**src/rtl/fetch_pc_if.sv**
```systemverilog
// Fetch-PC bundle: hazard/next-PC side drives enable and redirects, PC register returns fetch state.
interface fetch_pc_if #(
    parameter int XLEN = 32
);
    logic            enable;
    logic            redir_ex_valid;
    logic [XLEN-1:0] redir_ex_target;
    logic            redir_id_valid;
    logic [XLEN-1:0] redir_id_target;
    logic [XLEN-1:0] pc_f;
    logic            redirect_taken;
    logic            misalign;
    logic            pend_valid;

    modport master (
        output enable, redir_ex_valid, redir_ex_target, redir_id_valid, redir_id_target,
        input  pc_f, redirect_taken, misalign, pend_valid
    );

    modport slave (
        input  enable, redir_ex_valid, redir_ex_target, redir_id_valid, redir_id_target,
        output pc_f, redirect_taken, misalign, pend_valid
    );
endinterface

```
**src/rtl/fetch_pc_ctrl.sv**
```systemverilog
// Fetch PC register: sequential advance, EX>ID>pending redirect priority, misaligned targets flagged and cleared.
// Latency 1 edge from redirect to pc_f; enable=0 stalls pc_f and parks one redirect until enable returns.
module fetch_pc_ctrl #(
    parameter int              XLEN       = 32,
    parameter logic [XLEN-1:0] RESET_PC   = XLEN'(32'h00400020),
    parameter int              INSN_BYTES = 4
) (
    input  logic       clk,
    input  logic       rst_n,
    fetch_pc_if.slave  pif
);
    typedef enum logic {
        SRC_EX = 1'b0,
        SRC_ID = 1'b1
    } src_e;

    localparam logic [XLEN-1:0] STEP       = XLEN'(INSN_BYTES);
    localparam logic [XLEN-1:0] ALIGN_MASK = XLEN'(INSN_BYTES - 1);

    logic [XLEN-1:0] pc_q;
    logic            redirect_q;
    logic            misalign_q;
    logic            pend_valid_q;
    logic [XLEN-1:0] pend_target_q;
    src_e            pend_src_q;

    logic [XLEN-1:0] sel_target;
    logic            sel_redirect;
    logic [XLEN-1:0] next_pc;
    logic            next_misalign;
    logic            id_blocked;
    logic            cap_ex;
    logic            cap_id;

    // A parked EX redirect is older and architecturally ahead of any ID jump.
    assign id_blocked = pend_valid_q && (pend_src_q == SRC_EX);

    always_comb begin
        sel_target   = pc_q + STEP;
        sel_redirect = 1'b0;
        if (pif.redir_ex_valid) begin
            sel_target   = pif.redir_ex_target;
            sel_redirect = 1'b1;
        end else if (pif.redir_id_valid && !id_blocked) begin
            sel_target   = pif.redir_id_target;
            sel_redirect = 1'b1;
        end else if (pend_valid_q) begin
            sel_target   = pend_target_q;
            sel_redirect = 1'b1;
        end
        next_pc       = sel_redirect ? (sel_target & ~ALIGN_MASK) : sel_target;
        next_misalign = sel_redirect && ((sel_target & ALIGN_MASK) != '0);
    end

    assign cap_ex = pif.redir_ex_valid;
    assign cap_id = pif.redir_id_valid && !pif.redir_ex_valid && !id_blocked;

    always_ff @(posedge clk or negedge rst_n) begin
        if (!rst_n) begin
            pc_q          <= RESET_PC;
            redirect_q    <= 1'b0;
            misalign_q    <= 1'b0;
            pend_valid_q  <= 1'b0;
            pend_target_q <= '0;
            pend_src_q    <= SRC_EX;
        end else if (pif.enable) begin
            pc_q         <= next_pc;
            misalign_q   <= next_misalign;
            redirect_q   <= sel_redirect;
            pend_valid_q <= 1'b0;
        end else begin
            redirect_q <= 1'b0;
            if (cap_ex) begin
                pend_valid_q  <= 1'b1;
                pend_target_q <= pif.redir_ex_target;
                pend_src_q    <= SRC_EX;
            end else if (cap_id) begin
                pend_valid_q  <= 1'b1;
                pend_target_q <= pif.redir_id_target;
                pend_src_q    <= SRC_ID;
            end
        end
    end

    assign pif.pc_f           = pc_q;
    assign pif.redirect_taken = redirect_q;
    assign pif.misalign       = misalign_q;
    assign pif.pend_valid     = pend_valid_q;
endmodule
```
**src/flat_wrapper.sv**
```systemverilog
// flat-port wrapper written by rule: the top's interface ports become plain ports
module fetch_pc_ctrl_flat 
#(
    parameter int              XLEN       = 32,
    parameter logic [XLEN-1:0] RESET_PC   = XLEN'(32'h00400020),
    parameter int              INSN_BYTES = 4
)
  (clk, rst_n, pif_enable, pif_redir_ex_valid, pif_redir_ex_target, pif_redir_id_valid, pif_redir_id_target, pif_pc_f, pif_redirect_taken, pif_misalign, pif_pend_valid);
  fetch_pc_if #(.XLEN(XLEN)) pif_i ();
  input  logic clk;
  input  logic rst_n;
  input wire logic [$bits(pif_i.enable)-1:0] pif_enable;
  input wire logic [$bits(pif_i.redir_ex_valid)-1:0] pif_redir_ex_valid;
  input wire logic [$bits(pif_i.redir_ex_target)-1:0] pif_redir_ex_target;
  input wire logic [$bits(pif_i.redir_id_valid)-1:0] pif_redir_id_valid;
  input wire logic [$bits(pif_i.redir_id_target)-1:0] pif_redir_id_target;
  output wire logic [$bits(pif_i.pc_f)-1:0] pif_pc_f;
  output wire logic [$bits(pif_i.redirect_taken)-1:0] pif_redirect_taken;
  output wire logic [$bits(pif_i.misalign)-1:0] pif_misalign;
  output wire logic [$bits(pif_i.pend_valid)-1:0] pif_pend_valid;
  assign pif_i.enable = pif_enable;
  assign pif_i.redir_ex_valid = pif_redir_ex_valid;
  assign pif_i.redir_ex_target = pif_redir_ex_target;
  assign pif_i.redir_id_valid = pif_redir_id_valid;
  assign pif_i.redir_id_target = pif_redir_id_target;
  assign pif_pc_f = pif_i.pc_f;
  assign pif_redirect_taken = pif_i.redirect_taken;
  assign pif_misalign = pif_i.misalign;
  assign pif_pend_valid = pif_i.pend_valid;
  fetch_pc_ctrl #(.XLEN(XLEN), .RESET_PC(RESET_PC), .INSN_BYTES(INSN_BYTES)) u_core (.clk(clk), .rst_n(rst_n), .pif(pif_i));
endmodule
```
**config.mk**
```make
export PLATFORM = sky130hd
export DESIGN_NAME = fetch_pc_ctrl_flat
export DESIGN_NICKNAME = d
export VERILOG_FILES = /design/src/rtl/fetch_pc_if.sv /design/src/rtl/fetch_pc_ctrl.sv /design/src/flat_wrapper.sv
export SDC_FILE = /design/constraint.sdc
export NUM_CORES = 1
export LEC_CHECK = 0
export CAP_MARGIN = 20
export CORE_ASPECT_RATIO = 2
export CORE_MARGIN = 8
export CORE_UTILIZATION = 41
export DETAILED_ROUTE_END_ITERATION = 8
export GPL_ROUTABILITY_DRIVEN = 1
export PLACE_DENSITY = 0.67
export SETUP_SLACK_MARGIN = 0.4
export SLEW_MARGIN = 25
export SYNTH_ARGS = -nofsm -noshare
export SYNTH_HDL_FRONTEND = slang
export SYNTH_SLANG_ARGS = --single-unit
```
**constraint.sdc**
```tcl
create_clock -name clk -period 2.72 [get_ports clk]
set_input_delay 0.544 -clock clk [delete_from_list [all_inputs] [get_ports clk]]
set_output_delay 0.544 -clock clk [all_outputs]
set_load 0.01 [all_outputs]
```
==> results_dict.tcl <==
set metrics [dict create \
    status "finished, final reports clean" \
    number_of_library_cell_types_mapped_by_synthesis 71 \
    timing_hold_violations_final 0 \
    timing_worst_setup_path_type "reg -> reg" \
    postSynth.topFlopCell "dfrtp_1" \
    timing.slew.headroom_pct 51.70 \
    crit_path_start_kind "flop" \
    critical_path.max_fanout 7 \
    initial_antenna_violation_count 0 \
    synth_edf_count 0 \
    fin_util_pct 55.75 \
    h-tree-depth 3 \
    synth_nets 607 \
    cts.sinks 68 \
    vdd.ir_drop.worst_mv 0.4506 \
    antenna_cells_inserted 0 \
    max-clock-path-buffers 2 \
    clk-insertion-delay-late_ps 330 \
    syn_area_mm2 0.004506 \
    slew_violations 0 \
    gr-total-overflow 0 \
    hpwlAfterDp_mm 11.82 \
    nNetsFinal 707 \
    hold_path_class "in -> async" \
    power.density_mw_per_mm2 569.5 \
    initial_util_pct 41.68 \
    die_w_um 90.13 \
    antenna_violating_nets_post_route 0 \
    gp_congestion 0.8850 \
    cts.repair_timing.setup_buffer_count 0 \
    flow.area_growth_from_synthesis_pct 33.77 \
    cts_root_buffer "clkbuf_16" \
    tritoncts "built" \
    timing.final.crit_period_ps 2205 \
    cp.required_ps 2940 \
    die_height_um 164.3 \
    grt_pass1_vias 5019 \
    rows 54 \
    detail_route.vias_per_cell 6.086 \
    grt_pass1_wl_mm 26.15 \
    pin_count 104 \
    vias 4753 \
    grt_util_overall_pct 22.20 \
    wl_per_cell_um 20.80 \
    dieArea_mm2 0.01480 \
    clock-skew-final_ps 4.241 \
    drt_iter0_markers 328 \
    critical_path.endpoint_type "flop" \
    seq_area_mm2 0.001704 \
    final.period_utilization_pct 81.05 \
    drt_pass1_iterations 5 \
    synth.ff_latch_count 68 \
    timing.critical_path.arrival_ps 2430 \
    avgSynthCellArea_um2 8.390 \
    setup_repair_after_global_routing_missed_its_margin "true" \
    placeableCoreArea_mm2 0.01081 \
    asyncSetResetFlopFracSynth_pct 100.0 \
    largest_net_degree_at_the_start_of_global_routing 66 \
    worst_setup_hold_path_clk_slew_ps 60 \
    wirelength_mm 16.25 \
    cts_resized 0 \
    post_synth_inst_count 537 \
    synth_warnings 0 \
    maxClockFrequency_mhz 453.6 \
    cts-buffers-inserted 9 \
    share_of_post_route_cells_with_drive_strength_above_1_pct 10.30 \
    drc_errors 0 \
    total_leakage_power_uw 0.002406 \
    setup_total_negative_slack_ps 0 \
    number_of_buffers_inserted_by_port_buffering 103 \
    seq_area_frac_synth_pct 37.82 \
    pin_slew_with_the_least_headroom_to_its_limit_ps 724.5 \
    number_of_buffers_inserted_for_hold_repair_after_clock_tree_synthesis 0 \
    multi_input_comb_area_mm2 0.002603 \
    num-fill-cells 1029 \
    max-cap-violations 0 \
    setup_viol_count_final 0 \
    design_power_total_uw 3433 \
]
## placed cells by master (no fill, tap or decap), types with 15 or more instances in the layout
master           Yosys  layout
clkdlybuf4s50_1      0     100
nand2_1             89      89
dfrtp_1             66      66
o21ai_0             48      47
nor2_1              38      38
nand3_1             28      28
buf_4                1      22
a21oi_1             20      20
a22oi_1             18      18
mux2i_1             15      15
a21boi_0            15      15
## worst paths after layout
kind	startpoint	to	slack, ps	cells past startpoint
max reg2reg	u_core.pif.pc_f[2]	u_core.pif.pc_f[28]	520	6
min reg2reg	u_core.pend_target_q[18]	u_core.pend_target_q[18]	470	2
min in group clk	u_core.pend_target_q[18]	u_core.pend_target_q[18]	470	2
max in group asynchronous	rst_n	u_core.pif.pc_f[5]	1790	2
max	u_core.pif.pc_f[2]	u_core.pif.pc_f[28]	520	6
min	rst_n	u_core.pif.pc_f[1]	210	1
## critical path, stage by stage, from the launching register on
cell	delay (ps)
dfrtp_1	500
ha_1	370
nand4_1	290
nor3_4	330
nand4_1	160
nor3b_1	180
a2111oi_2	270
## report_power, final
| group | leakage [µW] | switching (µW) | total (µW) | internal, µW |
|---|---|---|---|---|
| clock network | 0.000144 | 442 | 1170 | 724 |
| registers | 0.000822 | 186 | 1350 | 1160 |
| logic | 0.00144 | 459 | 919 | 460 |
## per-layer routing
layer | up-vias | wire, µm | part of all wire, % | GRT usage, %
li1 | 2221 | - | - | -
met1 | 2291 | 5969 | 37 | 23.38
met2 | 198 | 8759 | 54 | 40.67
met3 | 43 | 894 | 5.5 | 3.799
met4 | 0 | 625 | 3.8 | 12.66
met5 | - | 0 | 0 | 0
## per-stage QoR
| stage | cells | cell area [µm²] | hold WS (ps) | worst slack (ps) |
|---|---|---|---|---|
| 2_1_floorplan | 537 | 4506 | 248.4 | 836.2 |
| 3_3_place_gp | 766 | 5720 | 454.1 | 241.2 |
| 3_5_place_dp | 766 | 5720 | 462.8 | 148.9 |
| 4_1_cts | 781 | 6012 | 220.3 | 440.1 |
| 5_1_grt | 781 | 6027 | 252.5 | 394.6 |
| 6_report | 781 | 6027 | 213.0 | 515.5 |
## cell usage after synthesis (3+ instances only)
cell type / instances / area [µm²]
dfrtp_1: 66 / 1652
and2_1: 4 / 25.02
a21boi_0: 15 / 112.6
inv_1: 9 / 33.78
xor2_1: 3 / 26.28
xnor2_1: 3 / 26.28
a22oi_1: 18 / 135.1
o221a_2: 5 / 56.30
nor2_1: 38 / 142.6
nand4_1: 8 / 50.05
buf_2: 19 / 95.09
nor4_1: 4 / 25.02
clkbuf_1: 13 / 48.80
buf_1: 4 / 15.01
o311ai_0: 4 / 35.03
and3_1: 7 / 43.79
mux2i_1: 15 / 150.1
and4_1: 4 / 35.03
o211ai_1: 10 / 75.07
a31oi_1: 10 / 62.56
nor3_1: 10 / 50.05
o221ai_1: 7 / 61.31
a22o_1: 3 / 26.28
nand2b_1: 6 / 37.54
a221oi_1: 3 / 26.28
o21ai_0: 48 / 240.2
nand3_1: 28 / 140.1
a21oi_1: 20 / 100.1
a311oi_1: 7 / 61.31
nand2_1: 89 / 334.1
or3_1: 4 / 25.02
## cells by family (layout without fill, tap and decap cells)
family | Yosys count | in the layout | share of synthesized area, %
and+or+nand+nor | 219 | 219 | 24.49
AOI/OAI and AO/OA | 178 | 178 | 27.74
DFF | 68 | 68 | 37.82
buffers and inverters | 49 | 153 | 4.915
muxes | 16 | 16 | 3.582
xor gates and xnor gates | 6 | 6 | 1.167
adders and majority gates | 1 | 1 | 0.2777
## sequential cells by signal (all words and copies together), names as in the netlist
name                       count
u_core.pif.redirect_taken      1
u_core.pend_target_q          32
u_core.pif.pend_valid          1
u_core.pif.misalign            1
u_core.pif.pc_f               32
u_core.pend_src_q              1
## final cells by class
cell class                      instances  area share (%)
Clock inverter                          5          0.8719
Clock buffer                           10           3.965
Timing Repair Buffer                  127           20.12
Multi-Input combinational cell        420           43.18
Tap cell                              140           2.906
Sequential cell                        68           28.27
Inverter                               11          0.6851
No activity file was read; power rests on OpenSTA's default activity.
==> patch 1, RTL diff (same flow settings) <==
`XLEN` is set to 32 in 3 places; all go to 36.
--- a/src/rtl/fetch_pc_if.sv
+++ b/src/rtl/fetch_pc_if.sv
@@ -2,3 +2,3 @@
 interface fetch_pc_if #(
-    parameter int XLEN = 32
+    parameter int XLEN = 36
 );
--- a/src/rtl/fetch_pc_ctrl.sv
+++ b/src/rtl/fetch_pc_ctrl.sv
@@ -3,3 +3,3 @@
 module fetch_pc_ctrl #(
-    parameter int              XLEN       = 32,
+    parameter int              XLEN       = 36,
     parameter logic [XLEN-1:0] RESET_PC   = XLEN'(32'h00400020),
--- a/src/flat_wrapper.sv
+++ b/src/flat_wrapper.sv
@@ -3,3 +3,3 @@
 #(
-    parameter int              XLEN       = 32,
+    parameter int              XLEN       = 36,
     parameter logic [XLEN-1:0] RESET_PC   = XLEN'(32'h00400020),
Ports: changed (resized pif_pc_f, pif_redir_ex_target and pif_redir_id_target); port bits go from 104 to 116. The function was not compared with the original's and may differ.
==> patch 1 against the original RTL <==
- worst setup slack improved by 4.0 ps
- sequential cell count up 8
- critical path depth decreased by 4
- final area increased by 11%
- cell count is 10% higher
- routed wire length up 9.8%
- total power is 11% higher
- first-iteration DRC count rose by 17%
- area after synthesis up 10%
- critical path type is now reg -> out
- critical endpoint is now pif_pend_valid
- largest cell class unchanged
- highest routed layer unchanged
==> patch 1: results (changes against the original RTL) <==
n_antenna_cell: 0  # unchanged
cp-start-kind: "flop"
vias_per_cell: 6.17  # +1.3%
synth_adder_area_share_pct: 0.252  # -0.026 points
synth_cell_types: 68  # -4.2%
synth_compound_area_share_pct: 29.5  # +1.7 points
placedCellCount: 846  # +10%
status: "complete, no violations"
place_congestion: 0.869  # -1.8%
pre_cts_slack_ps: 157  # +8.34 ps
reg2reg_slack_ps: 540  # +20 ps
route.met2.wl_um: 8740  # -0.22%
finClkSkew_ps: 5.73  # +1.49 ps
syn-num-nets: 680  # +12%
crit_end: "pif_pend_valid"
cp_max_fo: 29  # +22
drive_gt1_share_pct: 9.64  # -0.66 points
switchingPower_uw: 1180  # +8.2%
grt_use_met2_pct: 36.4  # -4.2 points
p_leak_uw: 0.00268  # +11%
vias: 5321  # +12%
ys_top_cells_by_area: "dfrtp_1 (37%), nand2_1 (7.2%), o21ai_0 (6.5%)"
use_met1_pct: 27.9  # +4.5 points
io_buffer_count: 115  # +12%
grt_max_degree: 76  # +15%
regToRegEndpoint: "u_core.pif.pc_f[8]$_DFFE_PN0P_"
grt_usage_pct: 22.4  # +0.24 points
rr_startpoint: "u_core.pif.pend_valid$_DFFE_PN0P_"
clockRootBuffer: "clkbuf_16"
synthTopCellsByCount: "nand2_1 (96), dfrtp_1 (74), o21ai_0 (65), nor2_1 (43), clkbuf_1 (35)"
fin_crit_sh_pct: 80.9  # -0.15 points
synth_xor_area_share_pct: 1.23  # +0.067 points
synth-seq-area-share_pct: 38.3  # +0.49 points
hpwl_um: 12800  # +8.5%
hold_ws_ps: 228  # +15.0 ps
wl_met1_um: 7290  # +22%
wl_per_cell_um: 20.7  # -0.63%
drtIter0Drc: 383  # +17%
grt_use_met3_pct: 4.81  # +1.0 points
synth_warnings: 0  # unchanged
cp.arrival_ps: 1660  # -770 ps
clk_latency_ps: 340
placed_area_sq_um: 6350  # +11%
final_nets: 789  # +12%
muxShareOfSynthArea_pct: 3.62  # +0.042 points
max-slew-margin-rel_pct: 54.5  # +2.8 points
grt_pass1_wl_um: 28400  # +8.6%
dr.pass1.iters: 6  # +1
max-vdd-ir-drop_v: 0.000368  # -18%
dr_wl_met3_um: 1270  # +42%
-- patch 1: logic make-up after synthesis --
logic type	count (synthesis)
and+or+nand+nor	227
AOI/OAI and AO/OA	215
DFF	76
buffers and inverters	58
muxes	18
xor gates and xnor gates	7
adders and majority gates	1
-- patch 1: power groups by stage --
stage	Sequential [uW]	Clock, uW	Combinational [uW]
global route	1500	1370	1100
CTS	1470	1320	1020
finish	1480	1310	1010
global placement	1490	0	997
detailed placement	1490	0	1010
floorplan	1480	0	488
-- patch 1: what timing repair did --
action	in CTS	in global routing
endpoints found under the setup margin	0	3
setup buffers	0	1
gates resized for setup	0	2
-- patch 1: worst max-delay path, stage by stage (launching register included) --
cell and delay, ps:
dfrtp_1 360, buf_4 320, clkdlybuf4s50_1 610
-- patch 1: cell type report --
class                   count  area [sq um]
repair buffers            149          1420
inverters                   7          26.3
fillers                  1143          5300
clock buffers              12           246
flip-flops and latches     76          1900
multi-input cells         468          2830
clock inverters             4          72.6
well taps                 147           184
==> patch 2, RTL diff (same settings) <==
Made on the original files. Make the reset (`rst_n`) synchronous in one clocked block.
--- a/src/rtl/fetch_pc_ctrl.sv
+++ b/src/rtl/fetch_pc_ctrl.sv
@@ -57,3 +57,3 @@
 
-    always_ff @(posedge clk or negedge rst_n) begin
+    always_ff @(posedge clk) begin
         if (!rst_n) begin
Behaviour: differs if rst_n is asserted again (counterexample within 4 cycles, from zero or initial values and one cycle with rst_n low); with rst_n held inactive, the same outputs for 4 cycles.
==> patch 2 against the original RTL <==
- total power shrank 11%
- global-route usage up 0.064 points
- worst setup slack better by 35 ps
- final area shrank 4.6%
- routed wire length is 5.0% lower
- critical path type is now reg -> out
- sequential cell count stayed put
- die area shrank 5.0%
- area after synthesis decreased by 5.8%
- synthesized cell count rose by 2.4%
- largest power group is now the clock network
- via count up 1.4%
- combinational power is 33% lower
- clock skew is 2.0 ps higher
- register-to-register slack better by 40 ps
==> patch 2: results (changes against the original RTL) <==
status: "complete, no violations"
grt_pass1_vias: 4987  # -0.64%
finClkSkew_ps: 6.29  # +2.04 ps
cp.arrival_ps: 1630  # -800 ps
p_leak_uw: 0.00209  # -13%
drtIter0Drc: 312  # -4.9%
grt_max_degree: 55  # -17%
wl_per_cell_um: 19.8  # -4.8%
syn-num-nets: 620  # +2.1%
synth_xor_area_share_pct: 2.68  # +1.5 points
grt_usage_pct: 22.3  # +0.064 points
dr.pass1.iters: 5  # unchanged
drive_gt1_share_pct: 9.01  # -1.3 points
p_int_uw: 2210  # -5.8%
synth-seq-area-share_pct: 32.1  # -5.7 points
synth_adder_area_share_pct: 0.295  # +0.017 points
max_stage_delay_ps: 650  # +150 ps
hpwl_um: 11200  # -5.1%
placed_area_sq_um: 5430  # -5.2%
ys_async_sr_fraction_pct: 0  # -100 points
drc_errors: 0  # unchanged
synth_cell_types: 68  # -4.2%
max-vdd-ir-drop_v: 0.000340  # -25%
highest_layer: "met4"
syn_area_per_cell_sq_um: 7.71  # -8.1%
muxShareOfSynthArea_pct: 4.25  # +0.66 points
dr_wl_met3_um: 876  # -2.0%
cpMaxStageDelayCell: "dfxtp_1"
grt_pass1_wl_um: 24900  # -4.9%
cp_max_fo: 13  # +6
ys_top_cells_by_area: "dfxtp_1 (32%), nand2_1 (7.3%), nor2_1 (4.9%)"
n_antenna_cell: 0  # unchanged
synthTopCellsByCount: "nand2_1 (83), dfxtp_1 (68), nor2_1 (55), o21ai_0 (30), a21oi_1 (28)"
fillers: 967  # -6.0%
post_cts_buffers: 0  # unchanged
critical_path.top_delay_family: "flip-flops"
wl_met1_um: 5970  # about the same
cts_buffers: 9  # unchanged
pre_cts_slack_ps: 200  # +51.4 ps
wl_um: 15400  # -5.0%
place_congestion: 0.872  # -1.5%
final_nets: 709  # +0.28%
clockPowerShare_pct: 41.6  # +7.6 points
synth_compound_area_share_pct: 30.1  # +2.4 points
placedCellCount: 763  # -0.39%
route.met2.wl_um: 8180  # -6.6%
max-slew-margin-rel_pct: 59.4  # +7.7 points
synth_flop_cell: "dfxtp_1"
ctsHtreeMaxLevel: 3  # unchanged
cts_resized: 0  # unchanged
vias: 4820  # +1.4%
min_path_type: "reg -> reg"
## patch 2: changes by cell type after synthesis, sizes merged, moves of 5 or more
cell and change:
nand2 -7, a211oi +12, nor2 +17, nand3 -12
a211o +5, dfrtp -66, a21boi -13, dfxtp +68
a21oi +8, clkbuf +10, a22oi -14, o21ai -18
a311oi +16, a221o +7
## patch 2: power groups by stage
| stage | Sequential, uW | Clock [uW] | Combinational, uW |
|---|---|---|---|
| 5_1_grt | 1170 | 1320 | 675 |
| 6_report | 1160 | 1270 | 620 |
| 2_1_floorplan | 1170 | 0 | 320 |
| 3_5_place_dp | 1180 | 0 | 614 |
| 3_3_place_gp | 1180 | 0 | 603 |
| 4_1_cts | 1160 | 1280 | 618 |
## patch 2: layout make-up
class	count	area, sq um	area share, %
tap	135	169	2.94
clock buffer	11	243	4.22
sequential	68	1360	23.7
inverter	8	30.0	0.522
multi-input combinational	427	2660	46.3
timing repair buffer	125	1210	21.1
clock inverter	5	75.1	1.31
## patch 2: worst paths after layout
kind              depth (start not counted)  slack [ps]                                     to                                   from
hold reg to reg                           2         500  u_core.pend_target_q[29]$_SDFFE_PN0P_  u_core.pend_target_q[29]$_SDFFE_PN0P_
setup / recovery                          1         550                         pif_pend_valid     u_core.pif.pend_valid$_SDFFE_PP0N_
setup reg to reg                          5         560       u_core.pif.pc_f[31]$_SDFFE_PN0P_     u_core.pif.pend_valid$_SDFFE_PP0N_
hold / removal                            2         500  u_core.pend_target_q[29]$_SDFFE_PN0P_  u_core.pend_target_q[29]$_SDFFE_PN0P_
## patch 2: per-layer routing
layer	vias to the layer above	GRT usage [%]
met5	-	0
li1	2248	-
met2	197	39.7
met4	0	11.0
met1	2340	23.7
met3	35	4.06
